--- src/rtl/sm83_pkg.sv ---
// Shared SM83 core types: flag register layout and the wide sequential ALU's
// operation and flag-policy encodings.
package sm83_pkg;

    typedef struct packed {
        logic z;
        logic n;
        logic h;
        logic c;
    } flags_t;

    // Half-carry is the carry out of this bit within a slice
    localparam int unsigned HC_BIT = 3;

    typedef enum logic [3:0] {
        WALU_ADD,
        WALU_ADC,
        WALU_SUB,
        WALU_SBC,
        WALU_CP,
        WALU_AND,
        WALU_OR,
        WALU_XOR,
        WALU_INC,
        WALU_DEC,
        WALU_ADDS
    } walu_op_t;

    typedef enum logic [1:0] {
        FM_FULL,
        FM_ADDHL,
        FM_LOW,
        FM_NONE
    } walu_fmode_t;

    function automatic logic walu_is_sub(input walu_op_t op);
        return (op == WALU_SUB) || (op == WALU_SBC) || (op == WALU_CP);
    endfunction

    function automatic logic walu_is_logic(input walu_op_t op);
        return (op == WALU_AND) || (op == WALU_OR) || (op == WALU_XOR);
    endfunction

endpackage

--- src/rtl/alu_slice.sv ---
// One SLICE_W-bit slice of the wide ALU: adder (a + b + cin) or bitwise op,
// with carry out of the top bit and out of the half-carry bit.
module alu_slice
    import sm83_pkg::*;
#(
    parameter int unsigned SLICE_W = 8
) (
    input  logic [SLICE_W-1:0] a,
    input  logic [SLICE_W-1:0] b,
    input  logic               cin,
    input  walu_op_t           op,
    output logic [SLICE_W-1:0] sum,
    output logic               cout,
    output logic               hcout
);

    localparam int unsigned SUM_W = SLICE_W + 1;

    logic [SUM_W-1:0] add_w;

    always_comb begin
        add_w = {1'b0, a} + {1'b0, b} + SUM_W'(cin);
        sum   = add_w[SLICE_W-1:0];
        cout  = add_w[SLICE_W];
        // Carry into bit HC_BIT+1 recovered from the sum bit and both addend bits
        hcout = a[HC_BIT+1] ^ b[HC_BIT+1] ^ add_w[HC_BIT+1];
        case (op)
            WALU_AND: begin
                sum   = a & b;
                cout  = 1'b0;
                hcout = 1'b0;
            end
            WALU_OR: begin
                sum   = a | b;
                cout  = 1'b0;
                hcout = 1'b0;
            end
            WALU_XOR: begin
                sum   = a ^ b;
                cout  = 1'b0;
                hcout = 1'b0;
            end
            default: ;
        endcase
    end

endmodule

--- src/rtl/wide_alu_seq.sv ---
// Multi-cycle wide ALU: walks WIDTH bits through one SLICE_W-bit slice per
// cycle, chaining carry, then holds the result until the consumer takes it.
module wide_alu_seq
    import sm83_pkg::*;
#(
    parameter int unsigned WIDTH   = 16,
    parameter int unsigned SLICE_W = 8
) (
    input  logic             clk,
    input  logic             rst_n,
    input  logic             in_valid,
    output logic             in_ready,
    input  walu_op_t         op,
    input  walu_fmode_t      flag_mode,
    input  logic [WIDTH-1:0] op1,
    input  logic [WIDTH-1:0] op2,
    input  flags_t           in_flags,
    input  logic             abort,
    output logic             out_valid,
    input  logic             out_ready,
    output logic [WIDTH-1:0] result,
    output flags_t           out_flags
);

    localparam int unsigned NSLICE = WIDTH / SLICE_W;
    localparam int unsigned IDX_W  = (NSLICE > 1) ? $clog2(NSLICE) : 1;
    localparam logic [IDX_W-1:0] LAST_IDX = IDX_W'(NSLICE - 1);

    typedef enum logic [1:0] {
        S_IDLE,
        S_EXEC,
        S_DONE
    } state_t;

    state_t             state, state_nxt;
    logic               accept, step, last;

    walu_op_t           op_q;
    walu_fmode_t        fmode_q;
    logic [WIDTH-1:0]   op1_q, op2_q;
    flags_t             flags_q;
    logic [IDX_W-1:0]   idx;
    logic               carry_q, zacc_q, h0_q, c0_q;

    logic               cin0;
    logic [WIDTH-1:0]   b_full;
    logic [SLICE_W-1:0] a_s, b_s, sum_s, res_s;
    logic               cout_s, hcout_s;
    logic               sub_q, h_live, c_live, h_lo, c_lo, z_all;
    flags_t             flags_nxt;

    assign last = (idx == LAST_IDX);

    // Control: state transitions and datapath enables
    always_comb begin
        state_nxt = state;
        accept    = 1'b0;
        step      = 1'b0;
        case (state)
            S_IDLE: begin
                if (in_valid) begin
                    accept    = 1'b1;
                    state_nxt = S_EXEC;
                end
            end
            S_EXEC: begin
                if (abort) begin
                    state_nxt = S_IDLE;
                end else begin
                    step = 1'b1;
                    if (last) begin
                        state_nxt = S_DONE;
                    end
                end
            end
            S_DONE: begin
                if (abort || out_ready) begin
                    state_nxt = S_IDLE;
                end
            end
            default: state_nxt = S_IDLE;
        endcase
    end

    always_ff @(posedge clk or negedge rst_n) begin
        if (!rst_n) begin
            state     <= S_IDLE;
            in_ready  <= 1'b1;
            out_valid <= 1'b0;
        end else begin
            state     <= state_nxt;
            in_ready  <= (state_nxt == S_IDLE);
            out_valid <= (state_nxt == S_DONE);
        end
    end

    // Initial carry from the op and the live flags at accept time
    always_comb begin
        cin0 = 1'b0;
        case (op)
            WALU_ADC: cin0 = in_flags.c;
            WALU_SUB,
            WALU_CP:  cin0 = 1'b1;
            WALU_SBC: cin0 = ~in_flags.c;
            default:  cin0 = 1'b0;
        endcase
    end

    // Full-width second addend; the slice picks its window from it
    always_comb begin
        b_full = op2_q;
        case (op_q)
            WALU_SUB,
            WALU_SBC,
            WALU_CP:   b_full = ~op2_q;
            WALU_INC:  b_full = WIDTH'(1);
            WALU_DEC:  b_full = '1;
            WALU_ADDS: b_full = WIDTH'($signed(op2_q[SLICE_W-1:0]));
            default:   b_full = op2_q;
        endcase
    end

    assign a_s = op1_q[idx*SLICE_W +: SLICE_W];
    assign b_s = b_full[idx*SLICE_W +: SLICE_W];

    alu_slice #(
        .SLICE_W (SLICE_W)
    ) u_slice (
        .a     (a_s),
        .b     (b_s),
        .cin   (carry_q),
        .op    (op_q),
        .sum   (sum_s),
        .cout  (cout_s),
        .hcout (hcout_s)
    );

    // Flag values for the slice in flight; subtracts report borrow
    always_comb begin
        sub_q  = walu_is_sub(op_q);
        res_s  = (op_q == WALU_CP) ? a_s : sum_s;
        h_live = sub_q ? ~hcout_s : hcout_s;
        c_live = sub_q ? ~cout_s : cout_s;
        h_lo   = (idx == '0) ? h_live : h0_q;
        c_lo   = (idx == '0) ? c_live : c0_q;
        z_all  = ((idx == '0) ? 1'b1 : zacc_q) & (sum_s == '0);
    end

    // Final flags, only meaningful on the last EXEC cycle
    always_comb begin
        flags_nxt = flags_q;
        case (fmode_q)
            FM_FULL: begin
                flags_nxt.z = z_all;
                flags_nxt.n = sub_q;
                flags_nxt.h = h_live;
                flags_nxt.c = c_live;
                if (walu_is_logic(op_q)) begin
                    flags_nxt.h = (op_q == WALU_AND);
                    flags_nxt.c = 1'b0;
                end
            end
            FM_ADDHL: begin
                flags_nxt.z = flags_q.z;
                flags_nxt.n = 1'b0;
                flags_nxt.h = h_live;
                flags_nxt.c = c_live;
            end
            FM_LOW: begin
                flags_nxt.z = 1'b0;
                flags_nxt.n = 1'b0;
                flags_nxt.h = h_lo;
                flags_nxt.c = c_lo;
            end
            default: flags_nxt = flags_q;
        endcase
    end

    always_ff @(posedge clk or negedge rst_n) begin
        if (!rst_n) begin
            op_q      <= WALU_ADD;
            fmode_q   <= FM_FULL;
            op1_q     <= '0;
            op2_q     <= '0;
            flags_q   <= '0;
            idx       <= '0;
            carry_q   <= 1'b0;
            zacc_q    <= 1'b0;
            h0_q      <= 1'b0;
            c0_q      <= 1'b0;
            result    <= '0;
            out_flags <= '0;
        end else if (accept) begin
            op_q    <= op;
            fmode_q <= flag_mode;
            op1_q   <= op1;
            op2_q   <= op2;
            flags_q <= in_flags;
            idx     <= '0;
            carry_q <= cin0;
        end else if (step) begin
            result[idx*SLICE_W +: SLICE_W] <= res_s;
            carry_q <= cout_s;
            zacc_q  <= z_all;
            if (idx == '0) begin
                h0_q <= h_live;
                c0_q <= c_live;
            end
            if (last) begin
                out_flags <= flags_nxt;
            end else begin
                idx <= idx + IDX_W'(1);
            end
        end
    end

endmodule

--- config.mk ---
export PLATFORM = sky130hd
export DESIGN_NAME = wide_alu_seq
export DESIGN_NICKNAME = d
export VERILOG_FILES = /design/src/rtl/sm83_pkg.sv /design/src/rtl/alu_slice.sv /design/src/rtl/wide_alu_seq.sv
export SDC_FILE = /design/constraint.sdc
export NUM_CORES = 1
export LEC_CHECK = 0
export ABC_AREA = 1
export CORE_ASPECT_RATIO = 1.4
export CORE_MARGIN = 2
export CORE_UTILIZATION = 45
export CTS_CLUSTER_DIAMETER = 40
export DETAILED_ROUTE_END_ITERATION = 12
export GPL_TIMING_DRIVEN = 1
export PLACE_DENSITY_LB_ADDON = 0.3
export SYNTH_ARGS = -nofsm -noshare
export SYNTH_HDL_FRONTEND = slang
export SYNTH_SLANG_ARGS = --single-unit
--- constraint.sdc ---
create_clock -name clk -period 6.5 [get_ports clk]
set_input_delay 0.65 -clock clk [delete_from_list [all_inputs] [get_ports clk]]
set_output_delay 0.65 -clock clk [all_outputs]
set_load 0.05 [all_outputs]
Word-level counts from Yosys, hierarchy flattened
Cells that the tools add are included.

word-level totals
  flip-flop bits (word level) = 71
  latch bits = 0
  bits in writable memories = 0
  bits in read-only memories = 0
  bits of input ports = 47
  output and inout bits = 22
  memories = 0

operators by class
  $add $sub $neg = 4
  $mul = 0
  div/mod/pow operators = 0
  order comparisons = 0
  eq/ne operators = 18
  shifts and indexed selects = 4
  multiplexer cells = 26
  bitwise logic cells = 12
  reduce and logical (&&, ||, !) cells = 16

operator list
  operator                                                count
  case mux 16 bit (4 select lines)                        1
  negator 4 -> 34 bit                                     1
  variable shift 8 x 34 -> 16 bit (first input constant)  1
  variable part select 8 x 34 -> 16 bit                   1
  variable part select 16 x 5 -> 8 bit                    2
  case mux 8 bit (3 select lines)                         1
  equality test 4 x 3 -> 1 bit (second input constant)    5
  bitwise mux 16 bit                                      1
  equality test 4 x 2 -> 1 bit (second input constant)    4
  NOT 16 bit                                              1
  2-to-1 mux 1 bit                                        14
  equality test 4 bit (second input constant)             3
  case mux 4 bit (3 select lines)                         1
  2-to-1 mux 2 bit                                        5
  adder 8 x 8 -> 9 bit                                    1
  adder 9 x 1 -> 9 bit                                    1
  bitwise AND 8 bit                                       1
  logical NOT 8 bit                                       1
  2-to-1 mux 8 bit                                        1
  bitwise OR 8 bit                                        1
  bitwise XOR 8 bit                                       1
  equality test 2 bit (second input constant)             3
  logical NOT 2 bit                                       3
  case mux 2 bit (3 select lines)                         1
  13 further kinds                                        25

Depth between registers and ports, before layout
Gate-level depths: netlist of the first run.

  depth after elaboration = 12
  gate-level depth with buffers = 27

Cells and area by module
Synthesis of the first run repeated with hierarchy kept, for this count alone.

second synthesis, totals
  cells, all modules = 605
  area total of the unflattened synthesis = 4342.9 um^2

by module, submodules not included
  module        times used  cells each  area each (um^2)
  wide_alu_seq  1           450         3473.3
  alu_slice     1           155         869.6

Worst setup path before layout of the first run
No wires, ideal clock.

  path kind = register -> register
  start = register op_q[2]
  end = register out_flags[0] in the netlist's numbering
  setup time = 123 ps
  arrival = 3086 ps
  path slack = 3291 ps
  stages on the path, launching flop included = 26
  path buffers = 0
  period minus slack after synthesis = 3209 ps
  path through = dfrtp_1 > inv_2 > nor2_8 > nand2_4 > o31ai_4 > inv_4 > o21ai_4 > nand3_4 > o21ai_0 > o211ai_1 > nand2_1 > inv_2 > fa_1 > fa_1 > nand2_1 > nand2_1 > nand3b_1 > nand2_1 > nand2_1 > nand2_1 > nand2_1 > nand2_1 > nand2_1 > nor2_1 > o21ai_0 > nand2_1

between the ends
  word-level cells in the longest chain between the ends = 11

RTL lines
  what                                                                          line                                 text
  start, declared                                                               wide_alu_seq.sv:38                   walu_op_t op_q;
  start signal, assigned                                                        wide_alu_seq.sv:194                  op_q <= op;
  equality test 4 x 2 -> 1 bit or equality test 4 x 3 -> 1 bit (tied branches)  sm83_pkg.sv:37, wide_alu_seq.sv:112
  OR reduction 3 bit                                                            wide_alu_seq.sv:112                  case (op_q)
  case mux 16 bit (4 select lines)                                              wide_alu_seq.sv:112
  variable part select 16 x 5 -> 8 bit                                          wide_alu_seq.sv:124                  assign b_s = b_full[idx*SLICE_W +: SLICE_W];
  adder 8 x 8 -> 9 bit                                                          alu_slice.sv:22                      add_w = {1'b0, a} + {1'b0, b} + SUM_W'(cin);
  adder 9 x 1 -> 9 bit                                                          alu_slice.sv:22
  2-to-1 mux 1 bit                                                              alu_slice.sv:27                      case (op)
  NOT 1 bit                                                                     wide_alu_seq.sv:143                  c_live = sub_q ? ~cout_s : cout_s;
  2-to-1 mux 1 bit                                                              wide_alu_seq.sv:143
  2-to-1 mux 2 bit                                                              wide_alu_seq.sv:158                  if (walu_is_logic(op_q)) begin
  case mux 4 bit (3 select lines) (*)                                           wide_alu_seq.sv:152                  case (fmode_q)
  end signal, assigned                                                          wide_alu_seq.sv:210                  out_flags <= flags_nxt;
  end, declared                                                                 wide_alu_seq.sv:22                   output flags_t out_flags

Mark *: on every way between the ends. The rest lies on a longest branch, timed or not.
A chain may end at the register's enable or synchronous reset.

Worst setup path after layout of the first run
  start = register op_q[2]
  end = register result[6]

between the ends
  word-level cells in the longest chain between the ends = 10

RTL lines
  what                                                                          line                                      text
  equality test 4 x 2 -> 1 bit or equality test 4 x 3 -> 1 bit (tied branches)  wide_alu_seq.sv:112, wide_alu_seq.sv:141
  OR reduction 3 bit                                                            wide_alu_seq.sv:112
  case mux 16 bit (4 select lines)                                              wide_alu_seq.sv:112
  variable part select 16 x 5 -> 8 bit                                          wide_alu_seq.sv:124
  adder 8 x 8 -> 9 bit                                                          alu_slice.sv:22
  adder 9 x 1 -> 9 bit                                                          alu_slice.sv:22
  case mux 8 bit (3 select lines)                                               alu_slice.sv:27
  2-to-1 mux 8 bit (*)                                                          wide_alu_seq.sv:141                       res_s = (op_q == WALU_CP) ? a_s : sum_s;
  variable part select 8 x 34 -> 16 bit (*)                                     wide_alu_seq.sv:202                       result[idx*SLICE_W +: SLICE_W] <= res_s;
  bitwise mux 16 bit (*)                                                        wide_alu_seq.sv:202
  end signal, assigned by index                                                 wide_alu_seq.sv:202
  end, declared                                                                 wide_alu_seq.sv:21                        output logic [WIDTH-1:0] result,

Marked as above.

==> results of run 1 <==
-- through the flow --
step                worst slack [ns]  hold WS, ns  utilization [%]  cell area [um^2]  cells
floorplan                      3.291       0.3544                -              4155    564
global placement               2.968       0.4620            54.69              4910    724
detailed placement             2.847       0.4657            54.69              4910    724
CTS                            2.808       0.4811            58.03              5210    740
global route                   2.461       0.5057            58.03              5210    740
finish                         2.772       0.4775            58.03              5210    740
-- layout by cell type, fill, tap and decap left out, types with 2 or more instances in the layout --
cell / synthesis / layout
inv_1: 57 / 57
nand2_4: 2 / 2
clkdlybuf4s50_1: 0 / 67
nor3_1: 2 / 2
a21oi_1: 11 / 11
nand2_1: 220 / 220
nor2_2: 3 / 3
o21ai_0: 56 / 56
clkinv_2: 0 / 2
o21ai_1: 2 / 2
nand4_1: 3 / 3
clkinv_4: 0 / 2
inv_2: 9 / 9
nor2_1: 25 / 25
fa_1: 2 / 2
o22ai_1: 3 / 3
or2_2: 2 / 2
o211ai_1: 16 / 16
buf_4: 0 / 3
clkbuf_16: 0 / 9
nand3_1: 28 / 28
dfrtp_1: 70 / 70
ha_1: 16 / 16
xnor2_1: 2 / 2
-- state kept, by name (all words and copies together) (netlist names) --
register and flops:
op2_q 16, state 2, zacc_q 1, h0_q 1
result 16, op1_q 16, op_q 4, out_flags 4
flags_q 4, fmode_q 2, idx 1, out_valid 1
carry_q 1, c0_q 1, in_ready 1
-- worst register-to-register path, cell delays in order, from the launching register on --
cell and delay [ns]:
dfrtp_1 0.47, inv_2 0.10, nor2_8 0.18, nand2_4 0.10, o31ai_4 0.11, inv_4 0.16
o21ai_4 0.12, nand3_4 0.13, o21ai_0 0.10, o211ai_1 0.10, nand2_1 0.14, inv_2 0.05
fa_1 0.40, fa_1 0.48, nand2_1 0.09, nand2_1 0.09, nand3b_1 0.11, nand2_1 0.08
nand2_1 0.06, nand2_1 0.06, nand2_1 0.06, nand2_1 0.08, nand2_1 0.07, o21ai_0 0.12
nand2_1 0.10, nand2_1 0.05
-- kinds of logic after synthesis --
group / Yosys count / share of synthesized area, %
buffers and inverters: 86 / 8.070
adders and majority gates: 18 / 5.781
DFF: 71 / 42.79
and+or+nand+nor: 290 / 29.03
xor gates and xnor gates: 3 / 0.6325
AOI/OAI and AO/OA: 96 / 13.70
-- per-layer routing --
layer	wire [um]	vias up	part of all wire (%)	GRT usage, %
li1	-	1931	-	-
met1	4192	1768	41	24.90
met2	5275	83	52	36.82
met3	412	15	4.1	4.909
met4	245	0	2.4	8.631
met5	0	-	0	0
-- area by class of cell --
| type | count | area share (%) |
|---|---|---|
| inverter | 68 | 4.947 |
| clock inverter | 5 | 1.105 |
| clock buffer | 11 | 4.659 |
| tap | 107 | 2.570 |
| timing repair buffer | 71 | 13.40 |
| sequential | 71 | 34.13 |
| multi-input combinational | 407 | 39.19 |
-- final timing paths --
path                                         end  slack [ns]  cells past startpoint
hold / removal             result[8]$_DFFE_PN0P_        0.48                      2
hold reg to reg            result[8]$_DFFE_PN0P_        0.48                      2
setup / recovery           result[6]$_DFFE_PN0P_        2.77                     25
setup reg to reg           result[6]$_DFFE_PN0P_        2.77                     25
min in group asynchronous  op2_q[10]$_DFFE_PN0P_        0.50                      2
max in group asynchronous   op1_q[3]$_DFFE_PN0P_        5.40                      2
-- cells in the mapped netlist, types with 3 or more instances --
cell	instances
dfrtp_1	70
o211ai_1	16
o22ai_1	3
o21ai_0	56
nand4_1	3
nor2_1	25
inv_1	57
nor2_2	3
ha_1	16
nand3_1	28
nand2_1	220
a21oi_1	11
clkbuf_1	13
inv_2	9
==> impl_metrics.json, run 1 <==
{
  "grt_pass1_wl_um": 17020,
  "synthDistinctLibCells": 40,
  "vias_per_cell": 5.131,
  "ys_seq_area_share_pct": 42.79,
  "async_reset_ff_share_pct": 100.0,
  "synth-seq-cells": 71,
  "core-area_um2": 8977,
  "seqCellArea_um2": 1778,
  "timing.fmax_mhz": 268.2,
  "synth_edf_count": 0,
  "synth_area_um2": 4155,
  "first_pass_iters": 4,
  "cpMostUsedCell": "nand2_1",
  "cp_top_family": "simple AND/OR/NAND/NOR gates",
  "skew_ns": 0.008068,
  "globalRoute.totalOverflow": 0,
  "routed_wl_um": 10130,
  "hold_viol": 0,
  "fin_crit_sh_pct": 57.35,
  "synth_top_flop_cell": "dfrtp_1",
  "yosysWarnings": 0,
  "hold_path.class": "reg2reg",
  "max_cap_violations": 0,
  "drv_slew": 0,
  "syn_nets": 629,
  "route.detailed.wl_per_inst_um": 13.68,
  "crit_start": "op_q[2]$_DFFE_PN0P_",
  "cp-end-kind": "register",
  "cts_resized": 0,
  "syn2layout_area_growth_pct": 25.38,
  "die-area_um2": 10030,
  "ant_nets": 0,
  "worstSetupPathType": "reg2reg",
  "htreeDepth": 3,
  "io_pins": 69,
  "cts.sinks": 71,
  "vias": 3797,
  "fin_setup_tns_ns": 0,
  "portBuffers": 68,
  "start_kind": "register",
  "yosys-top-cells-area": "dfrtp_1 (42%), nand2_1 (20%), o21ai_0 (6.7%)",
  "yosys.area.top_type_share_pct": 42.16,
  "crit_slowest_cell": "fa_1",
  "worst_pin_slew_ns": 0.8889,
  "hp-start": "result[8]$_DFFE_PN0P_",
  "cp.arrival_ns": 3.95,
  "rsz0062_at_grt": "false",
  "critPathMaxStageDelay_ns": 0.48,
  "finalSetupViolCount": 0,
  "dp_hpwl_um": 7605,
  "slew_headroom_pct": 40.74,
  "rows": 41,
  "cts_tree": "built",
  "num_antenna_cells": 0,
  "drt_iter0_markers": 241,
  "reg2reg_from": "op_q[2]$_DFFE_PN0P_",
  "drc": 0,
  "required_ns": 6.72,
  "grt_pass1_vias": 3689,
  "postCtsSetupBuffers": 0,
  "cts_root_buf": "clkbuf_16",
  "path_clk_slew_ns": 0.06,
  "die_y_um": 117.7,
  "nFillCells": 854,
  "status": "finished, final reports clean",
  "grtUsageTotal_pct": 21.24,
  "cts_made_buffers": 9,
  "clock_latency_ns": 0.34,
  "place_congestion": 0.8751,
  "cts_hold_buf": 0,
  "yosys.area.top_type": "dfrtp_1",
  "die_x_um": 85.22,
  "synthCells": 564,
  "period_needed_ns": 3.728,
  "worstPathMaxFanout": 17,
  "timing.critical_path.buf_inv": 3,
  "start_util_pct": 46.29,
  "multi_input_comb_area_um2": 2042,
  "drive_gt1_share_pct": 7.109,
  "antenna_found_initial": 0,
  "clk_path_buf_depth": 2,
  "grt_start_max_net_pins": 72,
  "syn_area_per_cell_um2": 7.367,
  "nets": 693
}
Power of run 1 is left out: the tool's default activity adds up to more than one toggle a clock period on the data nets, which glitch-free logic cannot reach.
==> run 2: changes to the inputs <==
==> constraint.sdc (replaced) <==
create_clock -name clk -period 3.5 [get_ports clk]
set_input_delay 0.35 -clock clk [delete_from_list [all_inputs] [get_ports clk]]
set_output_delay 0.35 -clock clk [all_outputs]
set_load 0.05 [all_outputs]
==> run 2 against run 1 <==
- highest routed layer unchanged
- sequential cell count did not move
- clock-buffer cell count unchanged
- critical endpoint is now out_flags[3]$_DFFE_PN0P_
- hold slack got worse by 0.45 ns
- utilization increased by 2.0 points
- clock skew fell by 0.00099 ns
- die area unchanged
- sequential share of layout area fell by 1.1 points
- final cell count up 2.7%
- register-to-register slack worse by 2.6 ns
- via count up 2.5%
- global-route usage is 1.1 points higher
- critical path depth decreased by 7
==> impl_metrics.json, run 2 (same netlist as run 1, synthesis figures left out) <==
{
  "skew_ns": 0.007078,
  "r2r_end": "out_flags[3]$_DFFE_PN0P_",
  "period_needed_ns": 3.309,
  "globalRoute.totalOverflow": 0,
  "reg_top3": "op1_q: 16 flops, op2_q: 16 flops, result: 16 flops",
  "place_congestion": 0.9039,
  "cp.arrival_ns": 3.57,
  "die_x_um": 85.22,
  "max_cap_violations": 0,
  "grt_pass1_vias": 3790,
  "drc": 0,
  "finalSetupViolCount": 0,
  "fin_crit_sh_pct": 94.53,
  "hold_path.class": "in2async",
  "cts_made_buffers": 9,
  "grt_pass1_wl_um": 17790,
  "core-area_um2": 8977,
  "ant_nets": 0,
  "final_common_cell": "nand2_1",
  "fin_setup_tns_ns": 0,
  "htreeDepth": 3,
  "cts_root_buf": "clkbuf_16",
  "drive_gt1_share_pct": 11.64,
  "timing.fmax_mhz": 302.3,
  "nets": 713,
  "syn2layout_area_growth_pct": 29.75,
  "antenna_found_initial": 0,
  "die_y_um": 117.7,
  "portBuffers": 68,
  "start_util_pct": 46.29,
  "required_ns": 3.76,
  "reg2reg_from": "op_q[2]$_DFFE_PN0P_",
  "start_kind": "register",
  "worst_pin_slew_ns": 0.6649,
  "vias_per_cell": 5.121,
  "cts_tree": "built",
  "dp_hpwl_um": 8190,
  "clk_path_buf_depth": 2,
  "mostFrequentLayoutCells": "nand2_1 (219), dfrtp_1 (68), clkdlybuf4s50_1 (67), o21ai_0 (55), inv_1 (53)",
  "path_clk_slew_ns": 0.06,
  "grtUsageTotal_pct": 22.35,
  "num_antenna_cells": 0,
  "die-area_um2": 10030,
  "slew_headroom_pct": 55.20,
  "cts.sinks": 71,
  "clock_latency_ns": 0.34,
  "cts_hold_buf": 0,
  "rows": 41,
  "drt_iter0_markers": 199,
  "rr_worst_depth": 18,
  "rsz0062_at_grt": "false",
  "routed_wl_um": 10610,
  "vias": 3892,
  "worstPathMaxFanout": 5,
  "drv_slew": 0,
  "io_pins": 69,
  "hold_viol": 0,
  "route.detailed.wl_per_inst_um": 13.96,
  "worstSetupPathType": "reg2reg",
  "cp-end-kind": "register",
  "reg2reg_setup_slack_ns": 0.19,
  "first_pass_iters": 4,
  "status": "finished, final reports clean",
  "grt_start_max_net_pins": 43
}
## run 2: cell types whose count changed in the layout (fill, tap and decap cells not counted), sizes merged
cell / before / now
buf: 4 / 24
## run 2: how the worst max path moves through the flow
stage / slack, ns / cells after the start / startpoint / to
6_report: 0.19 / 18 / op_q[2]$_DFFE_PN0P_ / out_flags[3]$_DFFE_PN0P_
5_1_grt: 0.003 / 23 / op_q[2]$_DFFE_PN0P_ / out_flags[3]$_DFFE_PN0P_
4_1_cts: 0.06 / 25 / op_q[2]$_DFFE_PN0P_ / out_flags[0]$_DFFE_PN0P_
3_5_place_dp: 0.08 / 25 / op_q[2]$_DFFE_PN0P_ / out_flags[0]$_DFFE_PN0P_
3_3_place_gp: 0.16 / 25 / op_q[2]$_DFFE_PN0P_ / out_flags[0]$_DFFE_PN0P_
2_1_floorplan: 0.29 / 25 / op_q[2]$_DFFE_PN0P_ / out_flags[0]$_DFFE_PN0P_
## run 2: routing by layer
metal  global-route usage (%)  part of all wire (%)  up-vias
li1                         -                     -     1966
met1                    26.18                    41     1807
met2                    38.67                    52       98
met3                    3.857                   4.0       21
met4                    11.11                   3.6        0
met5                        0                     0        -
## run 2: what timing repair did
item | 4_1_cts | 5_1_grt
setup endpoints to repair | 0 | 12
resized for setup | 0 | 15
setup buffers | 0 | 7
## run 2: worst max-delay path, cell delays in order (launching register included)
cell and delay (ns):
dfrtp_2 0.47, o31ai_4 0.37, inv_4 0.06, o21ai_4 0.09, nand3_4 0.09, o21ai_2 0.06
o211ai_1 0.09, nand2_1 0.12, inv_2 0.06, fa_2 0.38, fa_2 0.40, buf_4 0.15
xnor2_1 0.16, nor2_1 0.08, nor3_1 0.14, nand3_1 0.14, nor2_2 0.16, nand3_2 0.08
a21oi_2 0.14
## run 2: cell type report
| cell class | instances | area (um^2) |
|---|---|---|
| well taps | 107 | 133.9 |
| clock inverters | 5 | 57.56 |
| repair buffers | 91 | 848.3 |
| flip-flops and latches | 71 | 1780 |
| inverters | 68 | 260.3 |
| clock buffers | 11 | 242.7 |
| fillers | 841 | 3586 |
| multi-input cells | 407 | 2068 |
## run 2: through the flow
step	instances	util, %	area, um^2	setup slack [ns]	hold slack (ns)
5_1_grt	760	60.06	5391	0.003350	0.06172
4_1_cts	753	59.12	5308	0.06095	0.03427
6_report	760	60.06	5391	0.1915	0.02736
2_1_floorplan	564	-	4155	0.2914	0.05441
3_3_place_gp	737	55.78	5007	0.1625	0.3903
3_5_place_dp	737	55.78	5007	0.08202	0.3899
Power of run 2 is left out for the same reason.
